===== config.mk =====
export PLATFORM = sky130hd
export DESIGN_NAME = pll_reset_sequencer
export DESIGN_NICKNAME = d
export VERILOG_FILES = /design/src/rtl/pll_seq_pkg.sv /design/src/rtl/sync_ff.sv /design/src/rtl/pll_reset_sequencer.sv
export SDC_FILE = /design/constraint.sdc
export NUM_CORES = 1
export LEC_CHECK = 0
export CAP_MARGIN = 20
export CORE_MARGIN = 5
export CORE_UTILIZATION = 55
export CTS_BUF_LIST = sky130_fd_sc_hd__clkbuf_2 sky130_fd_sc_hd__clkbuf_4 sky130_fd_sc_hd__clkbuf_8
export CTS_CLUSTER_SIZE = 16
export DETAILED_ROUTE_END_ITERATION = 10
export DONT_BUFFER_PORTS = 1
export PLACE_DENSITY = 0.68
export SYNTH_ARGS = -nofsm -noshare
export SYNTH_HDL_FRONTEND = slang
export SYNTH_SLANG_ARGS = --single-unit
export TNS_END_PERCENT = 1

===== constraint.sdc =====
create_clock -name clkin -period 2.8 [get_ports clkin]
set_input_delay 0.28 -clock clkin [delete_from_list [all_inputs] [get_ports clkin]]
set_output_delay 0.28 -clock clkin [all_outputs]
set_load 0.01 [all_outputs]

===== src/rtl/pll_seq_pkg.sv =====
// Shared types and helpers for the PLL reset sequencer.
package pll_seq_pkg;

  typedef enum logic [2:0] {
    PLL_RST   = 3'd0,
    WAIT_LOCK = 3'd1,
    STABLE    = 3'd2,
    RUN       = 3'd3,
    FAIL      = 3'd4
  } seq_state_e;

  // Bits needed to hold 0..value without wrapping.
  function automatic int cnt_width(input int unsigned value);
    return $clog2(value) + 1;
  endfunction

endpackage


===== src/rtl/sync_ff.sv =====
// Multi-flop level synchronizer for a signal asynchronous to clk.
module sync_ff #(
  parameter int   STAGES    = 2,
  parameter logic RESET_VAL = 1'b0
) (
  input  logic clk,
  input  logic reset,
  input  logic d,
  output logic q
);

  logic [STAGES-1:0] stages;

  // Shift the raw input through the flop chain; the last flop is the safe copy.
  always_ff @(posedge clk) begin
    // NOTE: non-blocking assignments so every flop samples its pre-edge neighbour.
    if (reset) stages <= {STAGES{RESET_VAL}};
    else       stages <= {stages[STAGES-2:0], d};
  end

  assign q = stages[STAGES-1];

endmodule


===== src/rtl/pll_reset_sequencer.sv =====
// Supervisor that resets the PLL, qualifies its lock and gates the system reset.
module pll_reset_sequencer
  import pll_seq_pkg::*;
#(
  parameter int RST_CYCLES    = 16,
  parameter int LOCK_TIMEOUT  = 50000,
  parameter int STABLE_CYCLES = 1024,
  parameter int MAX_RETRIES   = 4,
  parameter int SYNC_STAGES   = 2
) (
  input  logic       clkin,
  input  logic       reset,
  input  logic       pll_lock,
  output logic       pll_reset,
  output logic       sys_rst,
  output logic       locked,
  output logic       fail,
  output logic [2:0] retry_cnt,
  output logic [7:0] loss_cnt,
  output logic [2:0] state
);

  localparam int TIMER_MAX = (LOCK_TIMEOUT > STABLE_CYCLES)
                             ? ((LOCK_TIMEOUT > RST_CYCLES) ? LOCK_TIMEOUT : RST_CYCLES)
                             : ((STABLE_CYCLES > RST_CYCLES) ? STABLE_CYCLES : RST_CYCLES);
  localparam int TIMER_W = cnt_width(TIMER_MAX);

  localparam logic [TIMER_W-1:0] TIMER_ONE   = TIMER_W'(1);
  localparam logic [TIMER_W-1:0] RST_LAST    = TIMER_W'(RST_CYCLES - 1);
  localparam logic [TIMER_W-1:0] LOCK_LOAD   = TIMER_W'(LOCK_TIMEOUT);
  localparam logic [TIMER_W-1:0] STABLE_LOAD = TIMER_W'(STABLE_CYCLES);
  localparam logic [2:0]         RETRY_LIMIT = 3'(MAX_RETRIES);

  seq_state_e         cur_state, nxt_state;
  logic [TIMER_W-1:0] timer, timer_nxt;
  logic [2:0]         retry_nxt, retry_inc;
  logic [7:0]         loss_nxt;
  logic               lock_s;

  sync_ff #(
    .STAGES   (SYNC_STAGES),
    .RESET_VAL(1'b0)
  ) u_lock_sync (
    .clk  (clkin),
    .reset(reset),
    .d    (pll_lock),
    .q    (lock_s)
  );

  // retry_cnt never exceeds RETRY_LIMIT outside FAIL, so this cannot wrap.
  assign retry_inc = retry_cnt + 3'd1;

  // Next-state, timer and counter decisions from the synchronized lock.
  // PLL_RST counts up from 0 (its entry/reset value); the other states count down.
  always_comb begin
    // NOTE: every comb output gets a default first, so no path infers a latch.
    nxt_state = cur_state;
    timer_nxt = timer;
    retry_nxt = retry_cnt;
    loss_nxt  = loss_cnt;
    unique case (cur_state)
      PLL_RST: begin
        if (timer == RST_LAST) begin
          nxt_state = WAIT_LOCK;
          timer_nxt = LOCK_LOAD;
        end else begin
          timer_nxt = timer + TIMER_ONE;
        end
      end
      WAIT_LOCK: begin
        if (lock_s) begin
          nxt_state = STABLE;
          timer_nxt = STABLE_LOAD;
        end else if (timer == TIMER_ONE) begin
          retry_nxt = retry_inc;
          nxt_state = (retry_inc == RETRY_LIMIT) ? FAIL : PLL_RST;
          timer_nxt = '0;
        end else begin
          timer_nxt = timer - TIMER_ONE;
        end
      end
      STABLE: begin
        if (!lock_s) begin
          retry_nxt = retry_inc;
          nxt_state = (retry_inc == RETRY_LIMIT) ? FAIL : PLL_RST;
          timer_nxt = '0;
        end else if (timer == TIMER_ONE) begin
          nxt_state = RUN;
          retry_nxt = '0;
          timer_nxt = '0;
        end else begin
          timer_nxt = timer - TIMER_ONE;
        end
      end
      RUN: begin
        if (!lock_s) begin
          nxt_state = PLL_RST;
          timer_nxt = '0;
          if (loss_cnt != 8'd255) loss_nxt = loss_cnt + 8'd1;
        end
      end
      FAIL: begin
        // Absorbing until reset; lock is deliberately ignored here.
      end
      default: begin
        nxt_state = PLL_RST;
        timer_nxt = '0;
      end
    endcase
  end

  // State register; outputs are registered from the next state so they change with it.
  always_ff @(posedge clkin) begin
    if (reset) begin
      cur_state <= PLL_RST;
      timer     <= '0;
      retry_cnt <= '0;
      loss_cnt  <= '0;
      pll_reset <= 1'b1;
      sys_rst   <= 1'b1;
      locked    <= 1'b0;
      fail      <= 1'b0;
    end else begin
      cur_state <= nxt_state;
      timer     <= timer_nxt;
      retry_cnt <= retry_nxt;
      loss_cnt  <= loss_nxt;
      pll_reset <= (nxt_state == PLL_RST) || (nxt_state == FAIL);
      sys_rst   <= (nxt_state != RUN);
      locked    <= (nxt_state == RUN);
      fail      <= (nxt_state == FAIL);
    end
  end

  assign state = cur_state;

endmodule

---- Yosys cells after proc, flatten, opt, wreduce, memory -nomap -nowiden ----
Index checks and enable logic that the tools add are counted.
storage, ports and cells
  bits in registers ....................... 37
  output and inout port bits .............. 18
  logic and storage cells ................. 56
cells by class
  $add $sub $neg .......................... 4
  eq/ne operators ......................... 15
  mux-type cells .......................... 19
  bitwise logic cells ..................... 2
  reductions and logical operators ........ 7
operator list
  operator                                                                 number
  17-bit 2-to-1 mux                                                        5
  17-bit case mux with 5 select lines                                      1
  3-bit 2-to-1 mux                                                         11
  17-bit by 1-bit adder with 17-bit output (second input constant)         1
  17-bit by 1-bit equality test with 1-bit output (second input constant)  1
  17-bit by 4-bit equality test with 1-bit output (second input constant)  1
  17-bit by 1-bit subtractor with 17-bit output (second input constant)    1
  3-bit case mux with 5 select lines                                       1
  3-bit by 2-bit equality test with 1-bit output (second input constant)   3
  3-bit equality test (second input constant)                              3
  8-bit by 1-bit adder with 8-bit output (second input constant)           1
  8-bit != test (second input constant)                                    1
  3-bit logical NOT                                                        2
  2-bit != test (second input constant)                                    3
  3-bit case mux with 2 select lines                                       1
  4-bit AND reduction                                                      1
  3-bit by 1-bit adder with 3-bit output (second input constant)           1
  3-bit by 1-bit equality test with 1-bit output (second input constant)   1
  3-bit by 2-bit != test with 1-bit output (second input constant)         1
  3-bit != test (second input constant)                                    1
  3-bit AND reduction                                                      1
  1-bit inverter                                                           2
  2-bit AND reduction                                                      1
  2-bit nonzero test                                                       1
  1-bit logical OR                                                         1

---- Longest topological paths before layout ----
  word-level depth ........................ 8
  mapped depth ............................ 9

---- Hierarchy ----
A second synthesis with hierarchy kept.
unflattened totals
  cells, all modules ...................... 304
  area, all modules ....................... 2412.3 µm²
by module, submodules not included
  module               times used  cells each  area each (µm²)  seq. area each (µm²)
  pll_reset_sequencer  1           300         2359.8           700.7
  sync_ff              1           4           52.6             40.0

---- Least setup slack after synthesis ----
Ideal clock, no wire load.
  kind .................................... register to register
  start point ............................. register timer[1]
  end point ............................... register timer[12]
  library setup time ...................... 74 ps
  arrival ................................. 1958 ps
  data required time ...................... 2726 ps
  slack ................................... 767 ps
  stages on the path, launching flop included .. 9
  clock period less this slack ............ 2033 ps
  path through ............................ dfxtp_1 inv_1 ha_1 nor4b_1 and4_1 buf_6 or4_1 a21o_1 a31oi_1
between the ends
  longest elaborated chain between the ends .. 4
  elaborated cells on any way between the ends .. 9
RTL lines
  element                                                                                                           RTL line                                              RTL
  start: declaration                                                                                                pll_reset_sequencer.sv:35                             logic [TIMER_W-1:0] timer, timer_nxt;
  start signal: assignment                                                                                          pll_reset_sequencer.sv:125                            timer <= timer_nxt;
  17-bit by 1-bit subtractor with 17-bit output or 17-bit by 1-bit equality test with 1-bit output (tied branches)  n/a
  17-bit 2-to-1 mux                                                                                                 pll_reset_sequencer.sv:74, pll_reset_sequencer.sv:87
  17-bit 2-to-1 mux, on equally long branches                                                                       pll_reset_sequencer.sv:83, pll_reset_sequencer.sv:71
  17-bit case mux with 5 select lines *                                                                             pll_reset_sequencer.sv:61                             unique case (cur_state)
Mark *: on every way between the ends. The rest lies on a longest branch, timed or not.
A chain may end at the register's enable or synchronous reset.

---- Final worst setup path ----
  start point ............................. register timer[0]
  end point ............................... register timer[7]
Same word-level chain as after synthesis.

==> impl_metrics.ini <==
[critical_path]
endpoint_kind = register
worstSetupPathType = reg2reg
required_ps = 2950
crit_fanout = 12
startpoint_type = register
cp_data_arrival_time_ps = 2550

[die]
boundaryPins = 21
initial_core_util = 0.5777
core-area_mm2 = 0.004414
die_area_mm2 = 0.006098
die_h_um = 78.09
die_w_um = 78.09
rows = 24

[cells_and_area]
syn2layout_area_growth_pct = 2.846
drive_above_1_share = 0.1010
final_common_cell = dfxtp_1
final_core_util = 0.5941
layout.nets = 315
instances_no_fill = 359
final_cell_mix = 37 x dfxtp_1, 31 x nor2_1, 20 x o21ai_0
fillers = 410
antennaDiodeCount = 0

[detailed_routing]
drt_wl_total_um = 6405
met3_length_um = 481
vias_per_cell = 6.719
wl_met1_um = 3095
dr.pass1.iters = 5
ant_nets = 0
routed-via-count = 2412
drt-wirelength-per-cell_um = 17.84
drc = 0
wl_met2_um = 2740
drtIter0Drc = 306
highest_layer = met4

[power_and_ir_drop]
pwr-share-comb = 0.106
p_int_mw = 0.7509
power.share.switching = 0.2684
ir_drop_mv = 0.3364
power.switching_mw = 0.2754
powerDensity_mw_per_mm2 = 391.4
p_seq_frac = 0.534
p_clk_frac = 0.360
power.leakage_nw = 0.8845

[yosys]
synth_seq_area_share = 0.2905
ys.warnings.count = 0
async_reset_ff_frac = 0
synth_edf_count = 0
synth_area_per_cell_um2 = 8.095
synth.net_count = 324
synth_cell_type_count = 69
synth_top_family_by_area = simple AND/OR/NAND/NOR gates
ys.flop_type = dfxtp_1
synth_compound_area_frac = 0.2605
ys_ff_latch = 37
syn_inst = 315
synth_area_mm2 = 0.002550
synthXorXnorAreaFrac = 0.03778
synthAdderAreaFrac = 0.02944
synthSimpleGateAreaFrac = 0.3003
synthMuxAreaShare = 0.01227

[cts]
numCtsBuffers = 5
clock_sinks = 37
cts_hold_buf = 0
clock_latency_ps = 290
cts_root_buf = clkbuf_8
clk_pin_slew_ps = 80
cts_resized = 0
cts_tree = yes
h-tree-depth = 2
postCtsSetupBuffers = 0
clockBufferDepth = 2

[timing]
slew_headroom = 0.5352
max_freq_mhz = 417.4
setup_tns_ps = 0
finalSetupViolCount = 0
layout_min_cycle_time_ps = 2396
max_slew.worst_pin.slew_ps = 696.1
fin_worst_skew_ps = 7.455
drv_slew = 0
timing.final.crit_share = 0.8556
hold_slack_ps = 53.25
rsz0062_at_grt = false
final-hold-violation-count = 0

[global_route]
grt_pass1_vias = 2188
grt_start_max_net_pins = 33
globalRouteOverflowTotal = 0
grt_pass1_wl_um = 10780
antenna_found_initial = 0
grtUsageTotal = 0.2104

[place]
place_inst = 351
hpwl_um = 4434
gp_congestion = 0.9486
portBuffers = 0

[flow_run]
cap_viol_max_count = 0

[worst_hold_path]
hold_class = in2reg

[outcome]
status = completed
[per-stage QoR]
step                area, um2  power, mW  worst slack (ps)
floorplan                2550     0.6560             767.3
detailed placement       2536     0.6663             448.7
CTS                      2623      1.033             435.1
finish                   2623      1.026             404.3
global route             2623      1.069             169.5
global placement         2536     0.6654             545.4
[cells in the mapped netlist (4+ instances only)]
| master | number | area (um2) |
|---|---|---|
| a21oi_1 | 17 | 85.08 |
| or3_1 | 6 | 37.54 |
| o211ai_1 | 4 | 30.03 |
| o21ai_0 | 20 | 100.1 |
| and4_1 | 5 | 43.79 |
| ha_1 | 6 | 75.07 |
| xor2_1 | 4 | 35.03 |
| nor2_1 | 31 | 116.4 |
| dfxtp_1 | 37 | 740.7 |
| nor2b_1 | 4 | 25.02 |
| buf_6 | 4 | 45.04 |
| clkbuf_1 | 11 | 41.29 |
| nand2_1 | 19 | 71.32 |
| buf_2 | 6 | 30.03 |
| nor3_1 | 15 | 75.07 |
| a221oi_1 | 4 | 35.03 |
| nand3_1 | 10 | 50.05 |
| xnor2_1 | 7 | 61.31 |
| inv_1 | 11 | 41.29 |
| a31oi_1 | 9 | 56.30 |
| nand4_1 | 6 | 37.54 |
| or4_1 | 6 | 45.04 |
[path summary, 6_finish.rpt]
path / start / endpoint / slack, ps / depth (start not counted)
max: timer[0]$_SDFFE_PP0P_ / timer[7]$_SDFFE_PP0P_ / 400 / 6
max reg2reg: timer[0]$_SDFFE_PP0P_ / timer[7]$_SDFFE_PP0P_ / 400 / 6
min: reset / timer[8]$_SDFFE_PP0P_ / 50 / 1
min reg2reg: u_lock_sync.stages[0]$_SDFF_PP0_ / u_lock_sync.stages[1]$_SDFF_PP0_ / 480 / 1
[registers in the layout (all words and copies together), names as in the netlist]
name and count:
loss_cnt 8, sys_rst 1, retry_cnt 3, locked 1, timer 17, state 3, pll_reset 1, fail 1
u_lock_sync.stages 2
[worst max-delay path, stage by stage (launching register included)]
cell and delay [ps]:
dfxtp_1 510, ha_1 200, nor4b_1 380, and4_1 510, nor2_2 220, o32ai_1 320
a31oi_1 120
[layout make-up]
type / instances / area (um2) / area share
clock buffer: 5 / 68.82 / 0.02624
clock inverter: 3 / 17.52 / 0.006679
inverter: 12 / 45.04 / 0.01718
multi-input combinational: 243 / 1633 / 0.6226
sequential: 37 / 740.7 / 0.2824
tap: 52 / 65.06 / 0.02481
timing repair buffer: 7 / 52.55 / 0.02004
[per-layer routing]
layer	up-vias	track usage
met2	103	0.2947
met3	8	0.05835
li1	1182	-
met4	0	0.06081
met1	1119	0.3130
met5	-	0
[kinds of logic (layout without fill, tap and decap cells)]
kind of cell,Yosys count,after routing
xor+xnor,11,11
mux,3,3
flops,37,37
simple gates,128,128
fa+ha+maj,6,6
buf+inv,35,27
compound gates,95,95
[power by group through the flow]
stage | Clock, mW | Combinational [mW] | Sequential, mW
after floorplan | 0 | 0.104 | 0.552
after global placement | 0 | 0.106 | 0.559
after detailed placement | 0 | 0.106 | 0.560
after CTS | 0.379 | 0.107 | 0.548
after global routing | 0.398 | 0.120 | 0.550
final | 0.369 | 0.108 | 0.548
Note: power is estimated with default switching activity, not from simulation.
